--- src/rtl/game_sequencer.sv ---
// game_sequencer: button debounce, game-tick divider, IDLE/COUNTDOWN/RUNNING/OVER FSM, score/speed.
// Optional macro SEQ_PAUSE_EN: a start press in RUNNING pauses the game (state 4).
module game_sequencer #(
  parameter int unsigned TICK_DIV         = 833333,
  parameter int unsigned DEBOUNCE_CYC     = 500000,
  parameter int unsigned COUNTDOWN_TICKS  = 120,
  parameter int unsigned SPEED_STEP_SCORE = 100,
  parameter int unsigned SPEED_MAX        = 8,
  parameter int unsigned SCORE_W          = 16
) (
  input  logic               clk,
  input  logic               rst,
  input  logic               btn_start,
  input  logic               btn_jump,
  input  logic               collide,
  output logic               tick,
  output logic               start_pulse,
  output logic               jump_pulse,
  output logic               run_en,
  output logic [2:0]         state,
  output logic [SCORE_W-1:0] score,
  output logic [SCORE_W-1:0] hi_score,
  output logic [3:0]         speed
);

  localparam int unsigned DIV_W  = (TICK_DIV > 1) ? $clog2(TICK_DIV) : 1;
  localparam int unsigned DB_W   = $clog2(DEBOUNCE_CYC + 1);
  localparam int unsigned CD_W   = $clog2(COUNTDOWN_TICKS + 1);
  localparam int unsigned STEP_W = $clog2(SPEED_STEP_SCORE + 1);

  typedef enum logic [2:0] {
    ST_IDLE      = 3'd0,
    ST_COUNTDOWN = 3'd1,
    ST_RUNNING   = 3'd2,
    ST_OVER      = 3'd3,
    ST_PAUSED    = 3'd4
  } state_t;

  // Index 0 = start button, index 1 = jump button.
  logic [1:0]      w_btn;
  logic [1:0]      r_sync1;
  logic [1:0]      r_sync2;
  logic [1:0]      r_deb;
  logic [1:0]      r_deb_q;
  logic [DB_W-1:0] r_db_cnt [2];
  logic            w_start_press;
  logic            w_jump_press;

  assign w_btn = {btn_jump, btn_start};

  always_ff @(posedge clk or posedge rst) begin
    if (rst) begin
      r_sync1 <= '0;
      r_sync2 <= '0;
      r_deb   <= '0;
      r_deb_q <= '0;
      for (int i = 0; i < 2; i++) r_db_cnt[i] <= '0;
    end else begin
      r_sync1 <= w_btn;
      r_sync2 <= r_sync1;
      r_deb_q <= r_deb;
      for (int i = 0; i < 2; i++) begin
        if (r_sync2[i] == r_deb[i]) begin
          r_db_cnt[i] <= '0;
        end else if (r_db_cnt[i] == DB_W'(DEBOUNCE_CYC - 1)) begin
          r_deb[i]    <= r_sync2[i];
          r_db_cnt[i] <= '0;
        end else begin
          r_db_cnt[i] <= r_db_cnt[i] + 1'b1;
        end
      end
    end
  end

  // One-cycle strobes on the rising edge of the debounced levels.
  assign w_start_press = r_deb[0] & ~r_deb_q[0];
  assign w_jump_press  = r_deb[1] & ~r_deb_q[1];

  // Free-running tick divider; r_tick is high while r_div sits at TICK_DIV-1.
  logic [DIV_W-1:0] r_div;
  logic [DIV_W-1:0] w_div_n;
  logic             r_tick;

  assign w_div_n = (r_div == DIV_W'(TICK_DIV - 1)) ? '0 : r_div + 1'b1;

  always_ff @(posedge clk or posedge rst) begin
    if (rst) begin
      r_div  <= '0;
      r_tick <= 1'b0;
    end else begin
      r_div  <= w_div_n;
      r_tick <= (w_div_n == DIV_W'(TICK_DIV - 1));
    end
  end

  state_t              r_state, w_state_n;
  logic [CD_W-1:0]     r_cd, w_cd_n;
  logic [SCORE_W-1:0]  r_score, w_score_n;
  logic [SCORE_W-1:0]  r_hi, w_hi_n;
  logic [3:0]          r_speed, w_speed_n;
  logic [STEP_W-1:0]   r_step, w_step_n;
  logic                r_start_pulse, w_start_pulse_n;
  logic                r_jump_pulse, w_jump_pulse_n;
  logic                r_run_en;
  logic                w_go_cd;

  always_ff @(posedge clk or posedge rst) begin
    if (rst) begin
      r_state       <= ST_IDLE;
      r_cd          <= '0;
      r_score       <= '0;
      r_hi          <= '0;
      r_speed       <= 4'd1;
      r_step        <= '0;
      r_start_pulse <= 1'b0;
      r_jump_pulse  <= 1'b0;
      r_run_en      <= 1'b0;
    end else begin
      r_state       <= w_state_n;
      r_cd          <= w_cd_n;
      r_score       <= w_score_n;
      r_hi          <= w_hi_n;
      r_speed       <= w_speed_n;
      r_step        <= w_step_n;
      r_start_pulse <= w_start_pulse_n;
      r_jump_pulse  <= w_jump_pulse_n;
      r_run_en      <= (w_state_n == ST_RUNNING);
    end
  end

  always_comb begin
    w_state_n       = r_state;
    w_cd_n          = r_cd;
    w_score_n       = r_score;
    w_hi_n          = r_hi;
    w_speed_n       = r_speed;
    w_step_n        = r_step;
    w_start_pulse_n = 1'b0;
    w_jump_pulse_n  = 1'b0;
    w_go_cd         = 1'b0;

    case (r_state)
      ST_COUNTDOWN: begin
        if (r_tick) begin
          if (r_cd == CD_W'(1)) begin
            w_state_n       = ST_RUNNING;
            w_start_pulse_n = 1'b1;
          end else begin
            w_cd_n = r_cd - 1'b1;
          end
        end
      end
      ST_RUNNING: begin
        w_jump_pulse_n = w_jump_press;
        // Collision outranks a same-cycle tick, so the final score is not bumped.
        if (collide) begin
          w_state_n = ST_OVER;
          w_hi_n    = (r_score > r_hi) ? r_score : r_hi;
`ifdef SEQ_PAUSE_EN
        end else if (w_start_press) begin
          w_state_n = ST_PAUSED;
`endif
        end else if (r_tick) begin
          if (r_score != {SCORE_W{1'b1}}) w_score_n = r_score + 1'b1;
          if (r_step == STEP_W'(SPEED_STEP_SCORE - 1)) begin
            w_step_n = '0;
            if (r_speed != 4'(SPEED_MAX)) w_speed_n = r_speed + 1'b1;
          end else begin
            w_step_n = r_step + 1'b1;
          end
        end
      end
      ST_OVER: begin
        if (w_start_press) w_go_cd = 1'b1;
      end
`ifdef SEQ_PAUSE_EN
      ST_PAUSED: begin
        if (w_start_press) w_state_n = ST_RUNNING;
      end
`endif
      default: begin
        if (w_start_press) w_go_cd = 1'b1;
      end
    endcase

    // Every new game starts from a fresh score, speed and step count.
    if (w_go_cd) begin
      w_state_n = ST_COUNTDOWN;
      w_cd_n    = CD_W'(COUNTDOWN_TICKS);
      w_score_n = '0;
      w_speed_n = 4'd1;
      w_step_n  = '0;
    end
  end

  assign tick        = r_tick;
  assign start_pulse = r_start_pulse;
  assign jump_pulse  = r_jump_pulse;
  assign run_en      = r_run_en;
  assign state       = r_state;
  assign score       = r_score;
  assign hi_score    = r_hi;
  assign speed       = r_speed;

endmodule
--- config.mk ---
export PLATFORM = sky130hd
export DESIGN_NAME = game_sequencer
export DESIGN_NICKNAME = d
export VERILOG_FILES = /design/src/rtl/game_sequencer.sv
export SDC_FILE = /design/constraint.sdc
export NUM_CORES = 1
export LEC_CHECK = 0
export CORE_UTILIZATION = 35
export DETAILED_ROUTE_END_ITERATION = 10
export GPL_TIMING_DRIVEN = 1
export HOLD_SLACK_MARGIN = 0.12
export MAX_ROUTING_LAYER = met4
export PLACE_DENSITY = 0.6
export SLEW_MARGIN = 30
export SYNTH_ARGS = -nofsm -noshare
export SYNTH_HDL_FRONTEND = slang
export SYNTH_SLANG_ARGS = --single-unit
--- constraint.sdc ---
create_clock -name clk -period 9.68 [get_ports clk]
set_input_delay 1.936 -clock clk [delete_from_list [all_inputs] [get_ports clk]]
set_output_delay 1.936 -clock clk [all_outputs]
set_load 0.02 [all_outputs]
==> out/results.ini <==
[synthesis]
synth_top_family_by_area=simple AND/OR/NAND/NOR gates
synth_area_per_cell_sq_um=9.84
synth_compound_area_frac=0.0623
synth.cell_area_sq_um=6290
synth.net_count=670
synth_edf_count=0
yosys_warnings=0
synth_xor_area_frac=0.0961
yosys.area_share.simple=0.225
yosysSeqAreaShare=0.490
dominantRegCellSynth=dfrtp_1
synth-adder-area-share=0.0517
syn_inst=639
synth-seq-cells=123
ys_types=55
async_flop_share=1.00
muxShareOfSynthArea=0.0366

[grt]
grt_pass1_wl_um=21800
top_usage_layer=met2
met2_usage=0.226
met3_usage=0.0433
use_met1=0.199
grt_use_total=0.154
antenna_found_initial=0
grt_pass1_vias=4519
grt_start_max_net_pins=73
grt-ovfl-total=0

[sta]
min_period_over_period=0.389
clock.fmax_mhz=266
slew_viol_final=0
rsz0062_at_grt=no
period_minus_slack_ps=3760
setup_slack_ps=5920
finalSetupTns_ps=0
finalHoldViolations=0
skew_ps=6.77
setup_viol=0
worst_slew_pin_slew_ps=827
timing.slew.headroom=0.449

[detailed_routing]
route.antenna.remaining_nets=0
drc=0
vias=4638
vias_per_cell=5.01
drt_first_pass_iters=4
avgRoutedWirePerCell_um=13.6
drtIter0Drc=264
wl_um=12600

[floorplanning]
io_pins=48
die_x_um=136
core_area_sq_um=17400
rows=48
die_height_um=136
initial_utilization=0.361
die_area_sq_um=18500

[cts]
clock_latency_ps=420
clock_sinks=123
htreeDepth=4
cts_tree=done
numCtsBuffers=17
clockBufferDepth=2
cts_resized=0
cts_hold_buf=0
clk_pin_slew_ps=60
cts_root_buffer=clkbuf_16
postCtsSetupRepairBufs=0

[hold_path]
min_path_type=reg -> reg
hold_start=r_sync1[1]$_DFF_PP0_
hold_depth=0
hold-path-endpoint=r_sync2[1]$_DFF_PP0_

[setup_path]
rr_startpoint=score[15]$_DFFE_PP0P_
cp-startpoint=collide
critPathKind=in -> reg
rrSetupSlack_ps=6720
critPathLaunchType=input port
end_kind=flop
cp_max_fo=9
critical_path_required_ps=10010
r2r_cells=7
cp_data_arrival_time_ps=4100
timing.rr.end=hi_score[4]$_DFFE_PP0P_

[pwr]
powerDensity_nw_per_um2=159
peakVddDrop_mv=0.112
power_leakage_nw=3.30

[place]
portBuffers=47
hpwl_um=8730
gp_congestion=0.826
post-place-ws_ps=5520

[final_layout]
layout_common_cells=122 x dfrtp_1, 84 x nor2_1, 56 x nand2_1, 47 x clkdlybuf4s50_1, 40 x inv_1
finalNetCount=720
final_common_cell=dfrtp_1
layout-drive-gt1-share=0.0884
syn2layout_area_growth_pct=20.7
n_antenna_cell=0

[run]
cap_violations=0

[run_status]
status=completed

sequential cells by signal, summed over array words and instances (netlist names):
register / cells
run_en: 1
r_sync1: 2
hi_score: 16
r_div: 20
start_pulse: 1
state: 3
jump_pulse: 1
r_db_cnt: 38
r_sync2: 2
r_step: 7
r_deb: 2
tick: 1
score: 16
speed: 4
r_cd: 7
r_deb_q: 2
metal layers:
metal  wire length, um  up-vias
met1              6180     2249
met2              5680       67
met5                 0        -
met4               198        0
met3               487       15
li1                  -     2307
critical path, stage by stage:
cell,delay [ps]
clkdlybuf4s50_1,520
nand3b_2,380
or4_1,720
or3_1,400
a21oi_1,140
cell usage after synthesis (all sizes together), types with 16 or more instances:
cell / count / area (sq um)
a21oi: 22 / 110
dfrtp: 122 / 3050
ha: 26 / 325
inv: 41 / 154
mux2: 16 / 180
nand2: 56 / 210
nand3: 34 / 170
nand4: 21 / 138
nor2: 84 / 315
nor3: 16 / 91.3
o21ai: 18 / 90.1
xnor2: 34 / 298
xor2: 35 / 307
cell type report:
cell class	instances	area [sq um]
Clock buffer	19	453
Clock inverter	12	171
Fill cell	1669	9820
Inverter	41	156
Multi-Input combinational cell	457	2960
Sequential cell	123	3080
Tap cell	225	282
Timing Repair Buffer	49	489
worst max path at each step:
stage                               to
3_3_place_gp     score[13]$_DFFE_PP0P_
4_1_cts          score[13]$_DFFE_PP0P_
3_5_place_dp     score[13]$_DFFE_PP0P_
6_report         score[13]$_DFFE_PP0P_
5_1_grt           score[9]$_DFFE_PP0P_
2_1_floorplan  hi_score[0]$_DFFE_PP0P_
where the power goes:
group          total (mW)  leakage, nW  switching (mW)  internal, mW
sequential          0.520         1.66         0.00256         0.518
clock               0.666        0.301           0.226         0.441
combinational      0.0194         1.35          0.0148       0.00466
total                1.21         3.30           0.243         0.963
stage by stage:
step | total power [mW] | utilization | instance area [sq um] | hold WS (ps) | instances
finish | 1.21 | 0.436 | 7590 | 347 | 926
global route | 1.25 | 0.436 | 7590 | 363 | 926
CTS | 1.22 | 0.436 | 7590 | 348 | 926
detailed placement | 0.550 | 0.400 | 6970 | 336 | 895
global placement | 0.548 | 0.400 | 6970 | 336 | 895
floorplan | 0.542 | - | 6290 | 331 | 639
logic make-up after synthesis:
group           Yosys count
compound gates           63
xor+xnor                 69
flops                   123
buf+inv                  59
simple gates            278
mux                      21
fa+ha+maj                26
No activity file was read; power rests on OpenSTA's default activity.
